===== config.mk =====
export PLATFORM = sky130hd
export DESIGN_NAME = vga_scroll_pattern_gen
export DESIGN_NICKNAME = d
export VERILOG_FILES = /design/src/rtl/vga_pkg.sv /design/src/rtl/vga_timing_gen.sv /design/src/rtl/vga_scroll_pattern_gen.sv
export SDC_FILE = /design/constraint.sdc
export NUM_CORES = 1
export LEC_CHECK = 0
export BUFFER_PORTS_ARGS = -buffer_cell sky130_fd_sc_hd__buf_2
export CAP_MARGIN = 10
export CORE_AREA = 10 10 100 102
export DETAILED_ROUTE_END_ITERATION = 16
export DIE_AREA = 0 0 110 112
export HOLD_SLACK_MARGIN = 0.1
export PLACE_DENSITY = 0.54
export SETUP_SLACK_MARGIN = 0.2
export SLEW_MARGIN = 20
export SYNTH_ARGS = -nofsm -noshare
export SYNTH_HDL_FRONTEND = slang
export SYNTH_SLANG_ARGS = --single-unit
export TNS_END_PERCENT = 10

===== constraint.sdc =====
create_clock -name clk -period 2.4 [get_ports clk]
set_clock_uncertainty 0.1 [all_clocks]
set_input_delay 0 -clock clk [delete_from_list [all_inputs] [get_ports clk]]
set_output_delay 0 -clock clk [all_outputs]
set_load 0.02 [all_outputs]

===== src/rtl/vga_pkg.sv =====
// Shared VGA timing constants, pattern select encoding and the timing bundle
// passed from the counter block to the pattern stage.
package vga_pkg;

  localparam int unsigned H_DISP  = 640;
  localparam int unsigned H_FP    = 16;
  localparam int unsigned H_SYNC  = 96;
  localparam int unsigned H_BP    = 48;
  localparam int unsigned H_TOTAL = H_DISP + H_FP + H_SYNC + H_BP;

  localparam int unsigned V_DISP  = 480;
  localparam int unsigned V_FP    = 10;
  localparam int unsigned V_SYNC  = 2;
  localparam int unsigned V_BP    = 33;
  localparam int unsigned V_TOTAL = V_DISP + V_FP + V_SYNC + V_BP;

  localparam int unsigned POS_W   = 10;
  localparam int unsigned FCNT_W  = 8;

  typedef enum logic [1:0] {
    PAT_BARS  = 2'd0,
    PAT_CHECK = 2'd1,
    PAT_XOR   = 2'd2,
    PAT_CYCLE = 2'd3
  } pattern_mode_e;

  typedef struct packed {
    logic hsync;
    logic vsync;
    logic display_on;
    logic frame_tick;
  } timing_t;

endpackage


===== src/rtl/vga_timing_gen.sv =====
// Raster counters for one VGA mode plus the unregistered sync, blanking and
// start-of-vblank strobe decoded from them.
module vga_timing_gen
  import vga_pkg::*;
#(
  parameter int unsigned H_DISP = vga_pkg::H_DISP,
  parameter int unsigned H_FP   = vga_pkg::H_FP,
  parameter int unsigned H_SYNC = vga_pkg::H_SYNC,
  parameter int unsigned H_BP   = vga_pkg::H_BP,
  parameter int unsigned V_DISP = vga_pkg::V_DISP,
  parameter int unsigned V_FP   = vga_pkg::V_FP,
  parameter int unsigned V_SYNC = vga_pkg::V_SYNC,
  parameter int unsigned V_BP   = vga_pkg::V_BP
) (
  input  logic             clk,
  input  logic             rst_n,
  output logic [POS_W-1:0] hpos,
  output logic [POS_W-1:0] vpos,
  output timing_t          timing_c
);

  localparam int unsigned H_TOTAL = H_DISP + H_FP + H_SYNC + H_BP;
  localparam int unsigned V_TOTAL = V_DISP + V_FP + V_SYNC + V_BP;
  localparam int unsigned HS_BEG  = H_DISP + H_FP;
  localparam int unsigned HS_END  = H_DISP + H_FP + H_SYNC;
  localparam int unsigned VS_BEG  = V_DISP + V_FP;
  localparam int unsigned VS_END  = V_DISP + V_FP + V_SYNC;

  // Pixel/line counters; vpos advances on the last pixel of each line.
  always_ff @(posedge clk or negedge rst_n) begin
    if (!rst_n) begin
      hpos <= '0;
      vpos <= '0;
    end else if (hpos == POS_W'(H_TOTAL - 1)) begin
      hpos <= '0;
      if (vpos == POS_W'(V_TOTAL - 1)) vpos <= '0;
      else                             vpos <= vpos + POS_W'(1);
    end else begin
      hpos <= hpos + POS_W'(1);
    end
  end

  always_comb begin
    timing_c            = '0;
    timing_c.hsync      = !((hpos >= POS_W'(HS_BEG)) && (hpos < POS_W'(HS_END)));
    timing_c.vsync      = !((vpos >= POS_W'(VS_BEG)) && (vpos < POS_W'(VS_END)));
    timing_c.display_on = (hpos < POS_W'(H_DISP)) && (vpos < POS_W'(V_DISP));
    timing_c.frame_tick = (hpos == '0) && (vpos == POS_W'(V_DISP));
  end

endmodule


===== src/rtl/vga_scroll_pattern_gen.sv =====
// Scrolling VGA test-pattern source: per-frame scroll/mode state, pattern
// generation and a single output register stage keeping sync and colour aligned.
module vga_scroll_pattern_gen
  import vga_pkg::*;
#(
  parameter int unsigned CW     = 2,
  parameter int unsigned OFS_W  = 10,
  parameter int unsigned H_DISP = vga_pkg::H_DISP,
  parameter int unsigned H_FP   = vga_pkg::H_FP,
  parameter int unsigned H_SYNC = vga_pkg::H_SYNC,
  parameter int unsigned H_BP   = vga_pkg::H_BP,
  parameter int unsigned V_DISP = vga_pkg::V_DISP,
  parameter int unsigned V_FP   = vga_pkg::V_FP,
  parameter int unsigned V_SYNC = vga_pkg::V_SYNC,
  parameter int unsigned V_BP   = vga_pkg::V_BP
) (
  input  logic              clk,
  input  logic              rst_n,
  input  logic [1:0]        mode,
  input  logic [2:0]        speed,
  input  logic              dir,
  input  logic              pause,
  output logic              hsync,
  output logic              vsync,
  output logic              display_on,
  output logic [CW-1:0]     r,
  output logic [CW-1:0]     g,
  output logic [CW-1:0]     b,
  output logic [FCNT_W-1:0] frame_cnt
);

  logic [POS_W-1:0] hpos;
  logic [POS_W-1:0] vpos;
  timing_t          tim_c;
  logic [OFS_W-1:0] offset;
  pattern_mode_e    mode_q;
  logic [OFS_W-1:0] sx_c;
  logic [7:0]       xor_c;
  logic             check_c;
  logic [CW-1:0]    r_c;
  logic [CW-1:0]    g_c;
  logic [CW-1:0]    b_c;

  vga_timing_gen #(
    .H_DISP (H_DISP),
    .H_FP   (H_FP),
    .H_SYNC (H_SYNC),
    .H_BP   (H_BP),
    .V_DISP (V_DISP),
    .V_FP   (V_FP),
    .V_SYNC (V_SYNC),
    .V_BP   (V_BP)
  ) u_timing (
    .clk      (clk),
    .rst_n    (rst_n),
    .hpos     (hpos),
    .vpos     (vpos),
    .timing_c (tim_c)
  );

  // Frame-rate state only moves in vblank so a frame is never drawn half old, half new.
  always_ff @(posedge clk or negedge rst_n) begin
    if (!rst_n) begin
      offset    <= '0;
      frame_cnt <= '0;
      mode_q    <= PAT_BARS;
    end else if (tim_c.frame_tick) begin
      mode_q <= pattern_mode_e'(mode);
      if (!pause) begin
        offset    <= dir ? (offset - OFS_W'(speed)) : (offset + OFS_W'(speed));
        frame_cnt <= frame_cnt + FCNT_W'(1);
      end
    end
  end

  always_comb begin
    sx_c    = OFS_W'(hpos) + offset;
    xor_c   = 8'(sx_c) ^ 8'(vpos);
    check_c = 1'(sx_c >> 5) ^ 1'(vpos >> 5);
    r_c     = '0;
    g_c     = '0;
    b_c     = '0;
    case (mode_q)
      PAT_BARS: begin
        r_c = CW'(sx_c >> 5);
        g_c = CW'(sx_c >> 6);
        b_c = CW'(sx_c >> 7);
      end
      PAT_CHECK: begin
        r_c = {CW{check_c}};
        g_c = {CW{check_c}};
        b_c = {CW{check_c}};
      end
      PAT_XOR: begin
        r_c = CW'(xor_c >> (8 - CW));
        g_c = CW'(xor_c >> (6 - CW));
        b_c = CW'(xor_c >> (4 - CW));
      end
      PAT_CYCLE: begin
        r_c = CW'(frame_cnt >> (8 - CW));
        g_c = CW'(frame_cnt >> (6 - CW));
        b_c = CW'(frame_cnt >> (4 - CW));
      end
      default: ;
    endcase
    if (!tim_c.display_on) begin
      r_c = '0;
      g_c = '0;
      b_c = '0;
    end
  end

  always_ff @(posedge clk or negedge rst_n) begin
    if (!rst_n) begin
      hsync      <= 1'b1;
      vsync      <= 1'b1;
      display_on <= 1'b0;
      r          <= '0;
      g          <= '0;
      b          <= '0;
    end else begin
      hsync      <= tim_c.hsync;
      vsync      <= tim_c.vsync;
      display_on <= tim_c.display_on;
      r          <= r_c;
      g          <= g_c;
      b          <= b_c;
    end
  end

endmodule


==> metrics.md <==
| Metric | Value |
|---|---|
| Hold Path End | offset[8]$_DFFE_PN0P_ |
| Pwr per Cell Area | between 300 and 400 nW/um^2 |
| Via/cell ratio | 5.16 |
| Area growth syn-to-layout | 20.3% |
| Setup CP Type | reg2reg |
| GPL Wtd Cong | 0.803 |
| Crit path largest cell delay | roughly 0.43 ns |
| CP max stage cell | dfrtp_1 |
| Core area | approximately 8100 sq um |
| DP HPWL | 5.26 mm |
| Number of global-route vias before repair | around 2,300 |
| Synth warn | 0 |
| RSZ-0062 raised after global routing | yes |
| Final setup viols | 0 |
| Hold Crit Start | dir |
| Initial DRC Count | around 130 |
| Layout cells sized above 1 | between 20 and 30% |
| Vias | roughly 2,400 |
| Die area | roughly 12,000 sq um |
| Fin nets | 395 |
| Predominant post-synthesis flop cell | dfrtp_1 |
| Commonest non-fill, non-tap cell in the layout | dfrtp_1 |
| Synth cell types | 59 |
| Sequential share of the synthesized area | about two fifths |
| Fraction of registers with async set/reset | between 90% and 100% |
| Fin. max-slew vios | 0 |
| Antenna cells | 0 |
| First-pass GRT wire length | approximately 11 mm |
| Critical-path cell list | ha_4 > o21ai_2 > a22oi_2 > a221o_1 > o31ai_2 > a2111oi_2 > a311o_1 |
| Root Driver | clkbuf_8 |
| CTS tree | built |
| Post-Syn Area per Cell | just under 10 sq um |
| Worst Hold Depth | 5 |
| Worst R2R Path Depth | 7 |
| Yosys reg bits | 48 |
| P_leak | around 1.7 nW |
| Dpl cell area | roughly 3400 sq um |
| Multi-input logic area | about 1900 sq um |
| Clock sink total | 48 |
| R2r startpoint | u_timing.hpos[2]$_DFF_PN0_ |
| Reg area | roughly 1200 sq um |
| Reg-to-reg endpoint | r[1]$_DFF_PN0_ |
| Post-synth net total | roughly 350 |
| Fmax | approximately 440 MHz |
| Wirelength per Cell | ~15 um |
| Fillers | 771 |
| Post-synth EDFFs | 0 |
| Cell Count, Final, Fillers Out | ~470 |
| Synth Instances | around 320 |
| Longest Clk Path Bufs | 2 |
| Fin util | 46.9% |
| Worst slew margin | between 50% and 60% |
| Worst setup margin | between 0.15 and 0.2 ns |
| Crit path time final | 2.25 ns |
| CP max FO | 3 |
| Total Routing Usage GR | roughly 11% |
| Worst R2R Setup Slack | about 0.15 ns |
| CP startpoint kind | flop |
| Mapped Area | between 3000 and 4000 sq um |
| Worst-skew pair later-pin latency | 0.30 ns |
| First-pass DRT Iterations | 4 |
| Pre-CTS setup slack | -0.0213 ns |
| Residual DRC count | 0 |
| Initial antenna violation count | 0 |
| MaxCap Viol Count | 0 |
| Number of H-tree levels | 2 |
| Total CTS buffers | 5 |
| Count of input and output buffers | 25 |
| Total grt overflow | 0 |
| Commonest cells after routing, fill and taps aside | dfrtp_1 (44), nand2_1 (33), xnor2_1 (26) |
| Initial core utilization | between 30% and 40% |
| Part of the cycle the worst path needs | between 90% and 100% |
| Final hold vios | 0 |
| Drt total wl | between 6 and 7 mm |
| Final ANT Viol Nets | 0 |
| Design area | 3770 sq um |
| Die span in y | around 110 um |
| Largest net degree at the start of global routing | just under 50 |
| Hold crit path type | in2reg |
| Cell row count | 33 |
| Die X | about 110 um |
| Placed cells | about 460 |
| CP Data Arrival Time | ~2.3 ns |
| IR drop worst, VDD | around 220 uV |
| Clock-pin slew on the worst setup and hold paths | ~0.090 ns |
| Hold WS | between 0.1 and 0.15 ns |
| Ports | 26 |
| Outcome | complete, no violations |
| Crit path required time | around 2.5 ns |
| Worst Setup End Kind | flop |
| Worst-margin pin slew | about 0.61 ns |
==> flip-flops by register name, indices dropped and copies added, names as in the netlist <==
signal / flops
u_timing.hpos: 10
u_timing.vpos: 10
offset: 9
frame_cnt: 8
b: 2
g: 2
mode_q: 2
r: 2
display_on: 1
hsync: 1
vsync: 1
==> cells by family (layout without fill, tap and decap cells) <==
family | Yosys count | in the layout | synth area share, %
muxes | 8 | 8 | 2.59
adders and majority gates | 23 | 23 | 9.41
xor gates and xnor gates | 40 | 40 | 12.1
and+or+nand+nor | 118 | 118 | 20.8
DFF | 48 | 48 | 38.4
AOI/OAI and AO/OA | 54 | 54 | 11.6
buffers and inverters | 31 | 73 | 5.11
==> critical path, delay by kind of cell (launching register included) <==
kind	cells	cell delay (ns)
AOI/OAI and AO/OA	6	1.32
adders and majority gates	1	0.27
DFF	1	0.43
==> synthesized netlist by cell type (3+ instances only) <==
master    number  area share, %
nand4_1        8            1.6
clkbuf_1       6           0.72
ha_1          22            8.8
and3_1         9            1.8
mux2i_1        7            2.2
or2_2          4           0.80
nor2b_1        4           0.80
a21oi_1       11            1.8
buf_6          3            1.1
xor2_1        12            3.4
o21ai_0       19            3.0
nand2b_1       4           0.80
dfrtp_1       46             37
and2_1         3           0.60
nor3_1         5           0.80
inv_1         14            1.7
xnor2_1       26            7.3
nor2_1        16            1.9
nand2_1       33            3.9
buf_4          5            1.2
nand3_1       13            2.1
==> routing by layer <==
metal	track usage, %	routed length [um]	up-vias
met4	2.78	89	0
met5	0	0	-
met1	14.5	3130	1159
met3	2.94	357	7
li1	-	-	1213
met2	18.0	3370	41
==> power breakdown <==
group          internal, W  switching [W]
Combinational    0.0000358      0.0000477
Clock             0.000310       0.000270
Sequential        0.000808              0
==> final cells by class <==
| cell class | instances | share of cell area (%) |
|---|---|---|
| Sequential cell | 48 | 32.0 |
| Clock buffer | 6 | 1.92 |
| Tap cell | 105 | 3.48 |
| Multi-Input combinational cell | 243 | 51.4 |
| Clock inverter | 2 | 0.928 |
| Timing Repair Buffer | 50 | 8.72 |
| Inverter | 15 | 1.56 |
==> worst max-delay path by stage <==
stage	end	slack (ns)	depth (start not counted)	start
6_report	r[1]$_DFF_PN0_	0.15	7	u_timing.hpos[2]$_DFF_PN0_
3_3_place_gp	offset[8]$_DFFE_PN0P_	0.01	12	speed[0]
5_1_grt	offset[8]$_DFFE_PN0P_	0.07	10	offset[0]$_DFFE_PN0P_
4_1_cts	offset[8]$_DFFE_PN0P_	0.15	10	offset[0]$_DFFE_PN0P_
3_5_place_dp	offset[8]$_DFFE_PN0P_	-0.02	12	speed[0]
2_1_floorplan	r[1]$_DFF_PN0_	0.21	8	u_timing.hpos[2]$_DFF_PN0_
==> stage by stage <==
stage / power [W] / TNS (ns)
2_1_floorplan: 0.000866 / 0
3_3_place_gp: 0.000899 / 0
3_5_place_dp: 0.000900 / -0.0213
4_1_cts: 0.00149 / 0
5_1_grt: 0.00153 / 0
6_report: 0.00147 / 0
==> timing repair <==
action / 4_1_cts / 5_1_grt
setup buffers: 1 / 0
hold endpoints to repair: 52 / 0
gates resized for setup: 6 / 28
pin swaps: 1 / 12
setup endpoints to repair: 7 / 13
hold buffers: 5 / 0
No activity file was read; power rests on OpenSTA's default activity.
